File: src/rtl/snow64_bfloat16_vector_cmp_sequencer_if.sv
`default_nettype none
//==============================================================================
// Module   : snow64_bfloat16_vector_cmp_sequencer_if
// Brief    : Command/result bundle between vector issue and the cmp sequencer.
// Revision : 1.0 - initial release
//==============================================================================
interface snow64_bfloat16_vector_cmp_sequencer_if #(
    parameter int NUM_LANES = 16
);
    logic                   in_start;
    logic [1:0]             in_op;
    logic [16*NUM_LANES-1:0] in_a;
    logic [16*NUM_LANES-1:0] in_b;
    logic [NUM_LANES-1:0]   in_lane_mask;
    logic                   out_can_accept_cmd;
    logic                   out_data_valid;
    logic [NUM_LANES-1:0]   out_mask;
    logic                   out_any;
    logic                   out_all;

    modport master (
        output in_start, in_op, in_a, in_b, in_lane_mask,
        input  out_can_accept_cmd, out_data_valid, out_mask, out_any, out_all
    );

    modport slave (
        input  in_start, in_op, in_a, in_b, in_lane_mask,
        output out_can_accept_cmd, out_data_valid, out_mask, out_any, out_all
    );
endinterface
`default_nettype wire

File: src/rtl/snow64_bfloat16_vector_cmp_sequencer.sv
`default_nettype none
//==============================================================================
// Module   : snow64_bfloat16_vector_cmp_sequencer
// Brief    : Walks one shared BFloat16 slt comparator across all vector lanes
//            to build a per-lane predicate mask (slt/sgt/sle/sge).
// Revision : 1.0 - initial release
//==============================================================================
module snow64_bfloat16_vector_cmp_sequencer #(
    parameter int NUM_LANES = 16
) (
    input wire clk,
    input wire rst,
    snow64_bfloat16_vector_cmp_sequencer_if.slave bus
);
    localparam int                  c_LANE_W = $clog2(NUM_LANES);
    localparam logic [c_LANE_W-1:0] c_LAST   = c_LANE_W'(NUM_LANES - 1);

    typedef enum logic [1:0] {
        S_IDLE = 2'd0,
        S_BUSY = 2'd1,
        S_DONE = 2'd2
    } state_t;

    state_t                  r_state;
    logic [c_LANE_W-1:0]     r_cnt;
    logic [1:0]              r_op;
    logic [16*NUM_LANES-1:0] r_a;
    logic [16*NUM_LANES-1:0] r_b;
    logic [NUM_LANES-1:0]    r_lane_mask;
    logic [NUM_LANES-1:0]    r_work;

    logic                    r_out_can_accept;
    logic                    r_out_valid;
    logic [NUM_LANES-1:0]    r_out_mask;
    logic                    r_out_any;
    logic                    r_out_all;

    logic [15:0]             w_a_lane [NUM_LANES];
    logic [15:0]             w_b_lane [NUM_LANES];
    logic [15:0]             w_cmp_x;
    logic [15:0]             w_cmp_y;
    logic                    w_swap;
    logic                    w_invert;
    logic                    w_slt;
    logic                    w_bit;
    logic                    w_last;
    logic [NUM_LANES-1:0]    w_work_next;

    generate
        for (genvar gi = 0; gi < NUM_LANES; gi++) begin : g_lane_split
            assign w_a_lane[gi] = r_a[16*gi +: 16];
            assign w_b_lane[gi] = r_b[16*gi +: 16];
        end
    endgenerate

    // Sign-magnitude ordering; both zeros (any sign) are equal, NaN not special.
    function automatic logic bf16_slt(input logic [15:0] x, input logic [15:0] y);
        logic res;
        if ((x[14:0] == 15'd0) && (y[14:0] == 15'd0)) begin
            res = 1'b0;
        end else if (x[15] != y[15]) begin
            res = x[15];
        end else if (x[15]) begin
            res = (x[14:0] > y[14:0]);
        end else begin
            res = (x[14:0] < y[14:0]);
        end
        return res;
    endfunction

    always_comb begin
        w_swap   = (r_op == 2'd1) || (r_op == 2'd2);
        w_invert = r_op[1];
        w_cmp_x  = w_swap ? w_b_lane[r_cnt] : w_a_lane[r_cnt];
        w_cmp_y  = w_swap ? w_a_lane[r_cnt] : w_b_lane[r_cnt];
        w_slt    = bf16_slt(w_cmp_x, w_cmp_y);
        w_bit    = (w_slt ^ w_invert) & r_lane_mask[r_cnt];
        w_last   = (r_cnt == c_LAST);
        w_work_next        = r_work;
        w_work_next[r_cnt] = w_bit;
    end

    always_ff @(posedge clk) begin
        if (rst) begin
            r_state          <= S_IDLE;
            r_cnt            <= '0;
            r_op             <= '0;
            r_a              <= '0;
            r_b              <= '0;
            r_lane_mask      <= '0;
            r_work           <= '0;
            r_out_can_accept <= 1'b1;
            r_out_valid      <= 1'b0;
            r_out_mask       <= '0;
            r_out_any        <= 1'b0;
            r_out_all        <= 1'b0;
        end else begin
            r_out_valid <= 1'b0;
            case (r_state)
                S_IDLE, S_DONE: begin
                    if (bus.in_start) begin
                        r_op             <= bus.in_op;
                        r_a              <= bus.in_a;
                        r_b              <= bus.in_b;
                        r_lane_mask      <= bus.in_lane_mask;
                        r_work           <= '0;
                        r_cnt            <= '0;
                        r_out_can_accept <= 1'b0;
                        r_state          <= S_BUSY;
                    end else begin
                        r_state <= S_IDLE;
                    end
                end
                S_BUSY: begin
                    r_work <= w_work_next;
                    if (w_last) begin
                        // Result registers load on the edge that enters DONE.
                        r_state          <= S_DONE;
                        r_out_valid      <= 1'b1;
                        r_out_can_accept <= 1'b1;
                        r_out_mask       <= w_work_next;
                        r_out_any        <= |w_work_next;
                        r_out_all        <= &(w_work_next | ~r_lane_mask);
                    end else begin
                        r_cnt <= r_cnt + c_LANE_W'(1);
                    end
                end
                default: begin
                    r_state          <= S_IDLE;
                    r_out_can_accept <= 1'b1;
                end
            endcase
        end
    end

    assign bus.out_can_accept_cmd = r_out_can_accept;
    assign bus.out_data_valid     = r_out_valid;
    assign bus.out_mask           = r_out_mask;
    assign bus.out_any            = r_out_any;
    assign bus.out_all            = r_out_all;

endmodule
`default_nettype wire

File: src/flat_wrapper.sv
// flat-port wrapper written by rule: the top's interface ports become plain ports
module snow64_bfloat16_vector_cmp_sequencer_flat 
#(
    parameter int NUM_LANES = 16
)
  (clk, rst, bus_in_start, bus_in_op, bus_in_a, bus_in_b, bus_in_lane_mask, bus_out_can_accept_cmd, bus_out_data_valid, bus_out_mask, bus_out_any, bus_out_all);
  snow64_bfloat16_vector_cmp_sequencer_if #(.NUM_LANES(NUM_LANES)) bus_i ();
  input wire clk;
  input wire rst;
  input wire logic [$bits(bus_i.in_start)-1:0] bus_in_start;
  input wire logic [$bits(bus_i.in_op)-1:0] bus_in_op;
  input wire logic [$bits(bus_i.in_a)-1:0] bus_in_a;
  input wire logic [$bits(bus_i.in_b)-1:0] bus_in_b;
  input wire logic [$bits(bus_i.in_lane_mask)-1:0] bus_in_lane_mask;
  output wire logic [$bits(bus_i.out_can_accept_cmd)-1:0] bus_out_can_accept_cmd;
  output wire logic [$bits(bus_i.out_data_valid)-1:0] bus_out_data_valid;
  output wire logic [$bits(bus_i.out_mask)-1:0] bus_out_mask;
  output wire logic [$bits(bus_i.out_any)-1:0] bus_out_any;
  output wire logic [$bits(bus_i.out_all)-1:0] bus_out_all;
  assign bus_i.in_start = bus_in_start;
  assign bus_i.in_op = bus_in_op;
  assign bus_i.in_a = bus_in_a;
  assign bus_i.in_b = bus_in_b;
  assign bus_i.in_lane_mask = bus_in_lane_mask;
  assign bus_out_can_accept_cmd = bus_i.out_can_accept_cmd;
  assign bus_out_data_valid = bus_i.out_data_valid;
  assign bus_out_mask = bus_i.out_mask;
  assign bus_out_any = bus_i.out_any;
  assign bus_out_all = bus_i.out_all;
  snow64_bfloat16_vector_cmp_sequencer #(.NUM_LANES(NUM_LANES)) u_core (.clk(clk), .rst(rst), .bus(bus_i));
endmodule
File: config.mk
export PLATFORM = sky130hd
export DESIGN_NAME = snow64_bfloat16_vector_cmp_sequencer_flat
export DESIGN_NICKNAME = d
export VERILOG_FILES = /design/src/rtl/snow64_bfloat16_vector_cmp_sequencer_if.sv /design/src/rtl/snow64_bfloat16_vector_cmp_sequencer.sv /design/src/flat_wrapper.sv
export SDC_FILE = /design/constraint.sdc
export NUM_CORES = 1
export LEC_CHECK = 0
export ABC_CLOCK_PERIOD_IN_PS = 5700
export CORE_MARGIN = 2
export CORE_UTILIZATION = 51
export CTS_CLUSTER_SIZE = 24
export DETAILED_ROUTE_END_ITERATION = 12
export PLACE_DENSITY = 0.8
export SLEW_MARGIN = 30
export SYNTH_ARGS = -nofsm -noshare
export SYNTH_HDL_FRONTEND = slang
export SYNTH_SLANG_ARGS = --single-unit
File: constraint.sdc
create_clock -name clk -period 5.7 [get_ports clk]
set_input_delay 1.14 -clock clk [delete_from_list [all_inputs] [get_ports clk]]
set_output_delay 1.14 -clock clk [all_outputs]
set_load 0.03 [all_outputs]
Word level (Yosys, flattened, before mapping)
Index checks and enable logic that the tools add are counted.
W data, S select, Z words.

word-level totals
  output and inout bits = 20
  logic and storage cells = 77
  input bits = 533
  flip-flop bits (word level) = 572

cells by class
  bitwise gates (word level) = 6
  add/subtract/negate cells = 1
  $lt $le $gt $ge = 5
  reductions and logical operators = 16
  equality and inequality tests = 9
  muxes and demuxes = 28

operators with widths
  operator               count
  $bmux W16 S4           2
  $mux W16               7
  $pmux W16 S2           1
  $logic_not A15 Y1      2
  $bwmux W16             1
  $not A16 Y16           1
  $or A16 B16 Y16        1
  $reduce_and A16 Y1     1
  $reduce_or A16 Y1      1
  $gt A15 B15 Y1         1
  $lt A15 B15 Y1         1
  $mux W1                9
  $mux W4                2
  $pmux W4 S2            1
  $reduce_and A2 Y1      4
  $ge A5 B5 Y1 const B   1
  $lt A4 B5 Y1 const B   1
  $not A4 Y5             1
  $add A4 B1 Y4 const B  1
  $bmux W1 S4            1
  $demux W1 S4           1
  $eq A2 B1 Y1 const B   2
  $eq A2 B2 Y1 const B   2
  $eq A4 B4 Y1 const B   1
  other kinds (16)       19

Depth between registers and ports, before layout
Gate-level depths: netlist of run 1.

  depth in word-level cells = 14
  gate-level depth with buffers = 24
  gate-level depth less buffers = 19

Worst setup path after synthesis of run 1
Ideal clock, no wire load.

  kind = register -> register
  start = reg u_core.r_cnt[0]
  end = reg u_core.r_out_any, in the netlist u_core.bus.out_any
  stages on the path, launching flop included = 18
  arrival time = 4.485 ns
  setup slack = 1.091 ns
  buffers on the path = 3
  cells stage by stage = dfxtp_1 buf_1 buf_2 mux4_2 a221o_1 mux2_2 ha_1 nand4_1 nor2_1 o31ai_1 a21oi_1 a2bb2oi_1 o21a_1 o21ai_4 buf_4 mux2_2 nor4_1 a21oi_1

on the way
  longest elaborated chain between the ends = 13

RTL lines
  what                                              line                                                                                    RTL
  from (decl)                                       snow64_bfloat16_vector_cmp_sequencer.sv:25                                              logic [c_LANE_W-1:0] r_cnt;
  from (signal assigned)                            snow64_bfloat16_vector_cmp_sequencer.sv:125                                             r_cnt <= r_cnt + c_LANE_W'(1);
  $not A4 Y5 (not written as such)                  snow64_bfloat16_vector_cmp_sequencer.sv:74, snow64_bfloat16_vector_cmp_sequencer.sv:75
  $bmux W16 S4                                      snow64_bfloat16_vector_cmp_sequencer.sv:74, snow64_bfloat16_vector_cmp_sequencer.sv:75
  $mux W16 (not written as such) (2 in series)      snow64_bfloat16_vector_cmp_sequencer.sv:74, snow64_bfloat16_vector_cmp_sequencer.sv:75
  $mux W16, on equally long branches                snow64_bfloat16_vector_cmp_sequencer.sv:74, snow64_bfloat16_vector_cmp_sequencer.sv:75
  $lt A15 B15 Y1 or $gt A15 B15 Y1 (tied branches)  snow64_bfloat16_vector_cmp_sequencer.sv:66, snow64_bfloat16_vector_cmp_sequencer.sv:64
  $mux W1                                           snow64_bfloat16_vector_cmp_sequencer.sv:63                                              end else if (x[15]) begin
  $mux W1                                           snow64_bfloat16_vector_cmp_sequencer.sv:61                                              end else if (x[15] != y[15]) begin
  $mux W1                                           snow64_bfloat16_vector_cmp_sequencer.sv:59                                              if ((x[14:0] == 15'd0) && (y[14:0] == 15'd0)) begin
  $xor A1 B1 Y1                                     snow64_bfloat16_vector_cmp_sequencer.sv:77                                              w_bit = (w_slt ^ w_invert) & r_lane_mask[r_cnt];
  $and A1 B1 Y1                                     snow64_bfloat16_vector_cmp_sequencer.sv:77
  $bwmux W16                                        snow64_bfloat16_vector_cmp_sequencer.sv:80                                              w_work_next[r_cnt] = w_bit;
  $reduce_or A16 Y1                                 snow64_bfloat16_vector_cmp_sequencer.sv:122                                             r_out_any <= |w_work_next;
  to (signal assigned)                              snow64_bfloat16_vector_cmp_sequencer.sv:122
  to (decl)                                         snow64_bfloat16_vector_cmp_sequencer.sv:35                                              logic r_out_any;

Several ways; a longest one is shown, not always the timed one. The select of a mux whose other input is x is not followed.
A chain may end at the register's enable or synchronous reset.

Worst setup path in the final report of run 1
  start = reg u_core.r_cnt[1]
  end = reg u_core.r_out_any, in the netlist u_core.bus.out_any

Same word-level chain as after synthesis.

==> results of run 1 <==
==> cell type report <==
type                       count  area, um^2  share of cell area [%]
antenna                        1        2.50                 0.00753
clock buffer                  84        1600                    4.81
clock inverter                18         225                   0.678
inverter                      14        52.6                   0.158
multi-input combinational   2220       13000                    39.0
sequential                   572       11500                    34.5
tap                          664         831                    2.50
timing repair buffer         600        6090                    18.3
==> report_power, final <==
part / switching (W) / internal [W] / leakage [nW]
sequential: 0.000167 / 0.00423 / 4.70
clock: 0.00159 / 0.00212 / 0.875
combinational: 0.000826 / 0.000740 / 6.55
total: 0.00258 / 0.00709 / 12.1
==> worst max-delay path: stages, from the launching register on <==
cell,delay (ns)
dfxtp_4,0.52
buf_12,0.27
buf_4,0.27
mux4_2,0.51
nand2_1,0.10
nand2_1,0.17
mux4_2,0.52
ha_1,0.21
a21o_1,0.18
a21o_1,0.17
a21oi_1,0.19
o21a_1,0.16
nand2_1,0.06
a2bb2oi_1,0.38
o21a_1,0.30
o2111ai_1,0.23
a221oi_1,0.49
and4_1,0.30
a21oi_1,0.07
==> cell usage in the layout (no fill, tap or decap), types with 7 or more instances in the layout <==
| cell | instances |
|---|---|
| dfxtp_1 | 568 |
| mux2i_1 | 54 |
| nor2_1 | 51 |
| o21ai_0 | 15 |
| a21oi_1 | 576 |
| buf_12 | 14 |
| clkdlybuf4s50_1 | 551 |
| a22oi_1 | 29 |
| mux2_2 | 43 |
| nand3b_1 | 7 |
| nand2_1 | 1150 |
| nand3_1 | 16 |
| buf_4 | 33 |
| clkbuf_1 | 19 |
| ha_1 | 19 |
| nor4_1 | 7 |
| clkbuf_16 | 56 |
| a211oi_1 | 14 |
| inv_1 | 12 |
| nor3_1 | 10 |
| mux4_2 | 126 |
| clkbuf_8 | 9 |
==> registers in the layout, summed over array words and instances, names as in the netlist <==
| name | flops |
|---|---|
| u_core.bus.out_all | 1 |
| u_core.bus.out_mask | 16 |
| u_core.r_lane_mask | 16 |
| u_core.r_state | 2 |
| u_core.r_cnt | 4 |
| u_core.r_b | 256 |
| u_core.bus.out_can_accept_cmd | 1 |
| u_core.bus.out_data_valid | 1 |
| u_core.r_work | 16 |
| u_core.r_a | 256 |
| u_core.r_op | 2 |
| u_core.bus.out_any | 1 |
==> layer usage <==
metal | global-route usage, % | vias up
met2 | 57.2 | 1200
met4 | 15.6 | 0
met1 | 44.0 | 11600
li1 | - | 11200
met3 | 5.80 | 239
met5 | 0 | -
==> per-stage QoR <==
step | area, um^2 | std cells | utilization [%]
3_3_place_gp | 31400 | 4069 | 63.8
5_1_grt | 33200 | 4173 | 67.6
2_1_floorplan | 25500 | 3057 | -
3_5_place_dp | 31400 | 4069 | 63.8
4_1_cts | 33200 | 4171 | 67.5
6_report | 33200 | 4173 | 67.6
==> path summary, 6_finish.rpt <==
path | startpoint | slack [ns] | end
setup / recovery | u_core.r_cnt[1] | 0.44 | u_core.bus.out_any
hold / removal | u_core.r_b[188] | 0.45 | u_core.r_b[188]
setup reg to reg | u_core.r_cnt[1] | 0.44 | u_core.bus.out_any
hold reg to reg | u_core.r_b[188] | 0.45 | u_core.r_b[188]
==> logic make-up (layout without fill, tap and decap cells) <==
family / after synthesis / after routing / synth area share (%)
AOI/OAI and AO/OA: 691 / 691 / 14.7
buffers and inverters: 265 / 716 / 4.27
DFF: 572 / 572 / 45.0
xor gates and xnor gates: 5 / 5 / 0.172
and+or+nand+nor: 1279 / 1279 / 19.6
other: 0 / 1 / 0
muxes: 226 / 226 / 15.3
adders and majority gates: 19 / 19 / 0.933
==> impl_metrics.env, run 1 <==
export IMPL_synth_edf_count=0
export IMPL_clk_path_buf_depth=3
export IMPL_met3_length_um=6840
export IMPL_ys_ff_latch=572
export IMPL_async_reset_ff_share_pct=0
export IMPL_wl_um=91600
export IMPL_tightest_slew_ns=0.939
export IMPL_ys_warn_count=0
export IMPL_synth_most_common_cell="nand2_1"
export IMPL_grt_total_usage_pct=34.4
export IMPL_hpwl_um=67800
export IMPL_cts_root_buffer="clkbuf_16"
export IMPL_path_class="register to register"
export IMPL_clock_latency_ns=0.62
export IMPL_fmax_ghz=0.190
export IMPL_areaGrowthSynthToFinish_pct=30.4
export IMPL_max_slew_margin_pct=37.2
export IMPL_highest_layer="met4"
export IMPL_cts_buffers=55
export IMPL_hold_viol=0
export IMPL_grt_pass1_vias=23500
export IMPL_synthTopCellsByArea="dfxtp_1, nand2_1, a21oi_1"
export IMPL_dr_pass1_iters=6
export IMPL_place_congestion=0.968
export IMPL_viasPerCell=5.83
export IMPL_fin_nets=4015
export IMPL_rsz0062_at_grt="no"
export IMPL_synthCells=3057
export IMPL_setup_tns_ns=0
export IMPL_drc=0
export IMPL_start_util_pct=51.8
export IMPL_die_area_mm2=0.0518
export IMPL_cp_max_fo=29
export IMPL_grt_overflow=0
export IMPL_port_buffer_count=552
export IMPL_vias=24300
export IMPL_grt_max_degree=174
export IMPL_path_clk_slew_ns=0.06
export IMPL_antenna_found_initial=1
export IMPL_max_cap_viol_count=0
export IMPL_setup_ws_ns=0.437
export IMPL_ys_top_cells_by_count="nand2_1, a21oi_1, dfxtp_1"
export IMPL_timing_hold_ws_ns=0.450
export IMPL_ant_nets=0
export IMPL_fin_skew_ns=0.0179
export IMPL_status="finished clean"
export IMPL_critPathLaunchType="register"
export IMPL_p_leak_nw=12.1
export IMPL_numClockSinks=572
export IMPL_synth_top_area_cell="dfxtp_1"
export IMPL_cts_hold_buf=0
export IMPL_core_mm2=0.0492
export IMPL_worst_ep_arrival_time_ns=5.76
export IMPL_die_x_um=227
export IMPL_holdPathStages=2
export IMPL_synth_area_mm2=0.0255
export IMPL_post_cts_buffers=0
export IMPL_power_w=0.00967
export IMPL_yosysTopAreaCellShare_pct=45.0
export IMPL_r2r_cells=18
export IMPL_wl_met2_um=44200
export IMPL_htreeDepth=2
export IMPL_vdd_drop_max_mv=0.238
export IMPL_p_per_area_mw_per_mm2=291
export IMPL_syn_nets=3609
export IMPL_min_path_type="register to register"
export IMPL_ios=553
export IMPL_n_fill_cell=3873
export IMPL_ys_types=60
export IMPL_grt_pass1_wl_um=135000
export IMPL_fin_crit_ns=5.26
export IMPL_pre_cts_slack_ns=0.420
export IMPL_cts_tree="yes"
export IMPL_num_rows=81
export IMPL_drtIter0Drc=2525
export IMPL_cts_resized=0
export IMPL_ys_seq_area_share_pct=45.0
export IMPL_slew_violations=0
export IMPL_required_ns=6.20
export IMPL_avgSynthCellArea_um2=8.33
export IMPL_die_h_um=227
export IMPL_met1_length_um=36300
export IMPL_period_share_pct=92.3
export IMPL_setup_violations=0
export IMPL_worst_setup_path_end_kind="register"
export IMPL_ys_flop_type="dfxtp_1"
export IMPL_drive_above_1_share_pct=9.09
export IMPL_post_drt_wl_per_cell_um=22.0
Note: power is estimated with default switching activity, not from simulation.
==> inputs of run 2 (changes only) <==
- ABC_AREA: not set -> 1
==> impl_metrics.env, run 2 <==
export IMPL_status="finished clean"
export IMPL_viasPerCell=5.27
export IMPL_top_regs="u_core.r_a x256, u_core.r_b x256"
export IMPL_worst_path_buf_inv=5
export IMPL_final_common_cell="nand2_1"
export IMPL_rsz0062_at_grt="no"
export IMPL_numClockSinks=572
export IMPL_period_share_pct=87.0
export IMPL_synth_area_mm2=0.0269
export IMPL_hpwl_um=64300
export IMPL_timing_hold_ws_ns=0.450
export IMPL_required_ns=6.22
export IMPL_start_util_pct=51.3
export IMPL_die_h_um=233
export IMPL_cts_hold_buf=0
export IMPL_wl_um=93000
export IMPL_post_drt_wl_per_cell_um=17.8
export IMPL_dp_cells=5103
export IMPL_async_reset_ff_share_pct=0
export IMPL_setup_ws_ns=0.739
export IMPL_fin_crit_ns=4.96
export IMPL_cts_tree="yes"
export IMPL_synth_top_family_by_area="simple AND/OR/NAND/NOR gates"
export IMPL_max_cap_viol_count=0
export IMPL_fmax_ghz=0.202
export IMPL_vias=27600
export IMPL_die_area_mm2=0.0545
export IMPL_p_per_area_mw_per_mm2=306
export IMPL_dr_pass1_iters=6
export IMPL_setup_violations=0
export IMPL_grt_pass1_vias=24900
export IMPL_slew_violations=0
export IMPL_port_buffer_count=552
export IMPL_r2r_end="u_core.bus.out_any"
export IMPL_synth_compound_area_share_pct=19.2
export IMPL_hold_viol=0
export IMPL_final_cell_mix="nand2_1, nor2_1, o21ai_0, dfxtp_1, clkdlybuf4s50_1"
export IMPL_ys_types=32
export IMPL_ios=553
export IMPL_tightest_slew_ns=1.04
export IMPL_drtIter0Drc=2648
export IMPL_setup_tns_ns=0
export IMPL_worst_ep_arrival_time_ns=5.48
export IMPL_drc=0
export IMPL_vdd_drop_max_mv=0.229
export IMPL_cpPeakStageDelay_ns=0.52
export IMPL_rrSetupSlack_ns=0.74
export IMPL_num_rows=84
export IMPL_avgSynthCellArea_um2=6.53
export IMPL_ys_seq_area_share_pct=42.6
export IMPL_grt_total_usage_pct=32.8
export IMPL_yosysTopAreaCellShare_pct=42.6
export IMPL_fin_skew_ns=0.0136
export IMPL_crit_path_start="u_core.r_cnt[2]"
export IMPL_path_clk_slew_ns=0.07
export IMPL_ant_nets=0
export IMPL_syn_nets=4665
export IMPL_antenna_found_initial=14
export IMPL_slowest_stage="clkinv_1"
export IMPL_fin_util_pct=65.7
export IMPL_finalNonFillerCells=5230
export IMPL_clk_path_buf_depth=3
export IMPL_post_cts_buffers=0
export IMPL_synth_fa_ha_area_share_pct=0.885
export IMPL_synthTopCellsByArea="dfxtp_1, nand2_1, o21ai_0"
export IMPL_synth_most_common_cell="nand2_1"
export IMPL_htreeDepth=2
export IMPL_cp_depth=29
export IMPL_worst_setup_path_end_kind="register"
export IMPL_place_congestion=0.937
export IMPL_core_mm2=0.0523
export IMPL_path_common_cell="nand2_1"
export IMPL_areaGrowthSynthToFinish_pct=28.1
export IMPL_synth_mux_area_share_pct=0
export IMPL_cts_resized=0
export IMPL_ys_top_cells_by_count="nand2_1, nor2_1, o21ai_0"
export IMPL_grt_pass1_wl_um=139000
export IMPL_critPathLaunchType="register"
export IMPL_die_x_um=233
export IMPL_r2r_start="u_core.r_cnt[2]"
export IMPL_critPathTopFamily="simple AND/OR/NAND/NOR gates"
export IMPL_synth_edf_count=0
export IMPL_cp_max_fo=22
export IMPL_fin_nets=5029
export IMPL_pre_cts_slack_ns=0.832
export IMPL_cts_buffers=59
export IMPL_ys_ff_latch=572
export IMPL_clock_latency_ns=0.62
export IMPL_max_slew_margin_pct=30.8
export IMPL_p_leak_nw=14.9
export IMPL_min_path_type="register to register"
export IMPL_synth_top_area_cell="dfxtp_1"
export IMPL_cts_root_buffer="clkbuf_16"
export IMPL_grt_max_degree=198
export IMPL_ys_flop_type="dfxtp_1"
export IMPL_path_class="register to register"
export IMPL_n_fill_cell=4731
export IMPL_synth_xor_area_share_pct=0.0606
export IMPL_crit_end="u_core.bus.out_any"
export IMPL_drive_above_1_share_pct=3.58
export IMPL_synthCells=4113
export IMPL_r2r_cells=29
export IMPL_synthSimpleGateAreaFrac_pct=26.6
export IMPL_ys_warn_count=0
export IMPL_grt_overflow=0
==> run 2: worst register-to-register path: cells and delay by family (launching register included) <==
kind	cells	cell delay (ns)
flip-flops	1	0.38
AO/OA/AOI/OAI	3	0.50
AND/OR/NAND/NOR	20	2.52
adder cells (fa/ha/maj)	1	0.26
buffers and inverters	5	1.20
==> run 2: through the flow <==
stage / cell area, um^2 / total power (W)
2_1_floorplan: 26900 / 0.00580
3_3_place_gp: 32300 / 0.00658
3_5_place_dp: 32300 / 0.00660
4_1_cts: 34300 / 0.0106
5_1_grt: 34400 / 0.0110
6_report: 34400 / 0.0105
==> run 2: layout make-up <==
class                   count  area (um^2)  area share (%)
multi-input cells        2873        12600            36.6
flip-flops and latches    572        11500            33.3
repair buffers            593         6000            17.5
clock buffers              91         1830            5.32
inverters                 378         1440            4.20
well taps                 688          861            2.50
clock inverters            18          176           0.513
diodes                     17         42.5           0.124
==> run 2: worst min path at each step <==
stage / startpoint / end / slack [ns] / cells past startpoint
6_report: u_core.r_b[21] / u_core.r_b[21] / 0.45 / 2
5_1_grt: u_core.r_a[132] / u_core.r_a[132] / 0.46 / 2
4_1_cts: u_core.r_b[93] / u_core.r_b[93] / 0.45 / 2
3_5_place_dp: u_core.r_b[93] / u_core.r_b[93] / 0.44 / 2
3_3_place_gp: u_core.r_a[190] / u_core.r_a[190] / 0.44 / 2
2_1_floorplan: u_core.r_a[113] / u_core.r_a[113] / 0.43 / 2
==> run 2: cell families (layout without fill, tap and decap cells) <==
group / Yosys count / in the layout
AOI/OAI and AO/OA: 1024 / 1024
xor gates and xnor gates: 1 / 1
adders and majority gates: 19 / 19
buffers and inverters: 668 / 1080
DFF: 572 / 572
other: 0 / 17
and+or+nand+nor: 1829 / 1829
==> run 2: where the power goes <==
part / internal (W) / switching (W)
logic: 0.000836 / 0.00128
clock network: 0.00234 / 0.00165
registers: 0.00432 / 0.000126
==> run 2: per-layer routing <==
metal,vias up,part of all wire [%],GRT usage [%]
met3,180,6.8,4.16
li1,13700,-,-
met2,1085,47,53.6
met5,-,0.014,0
met1,12500,42,43.4
met4,2,3.7,14.6
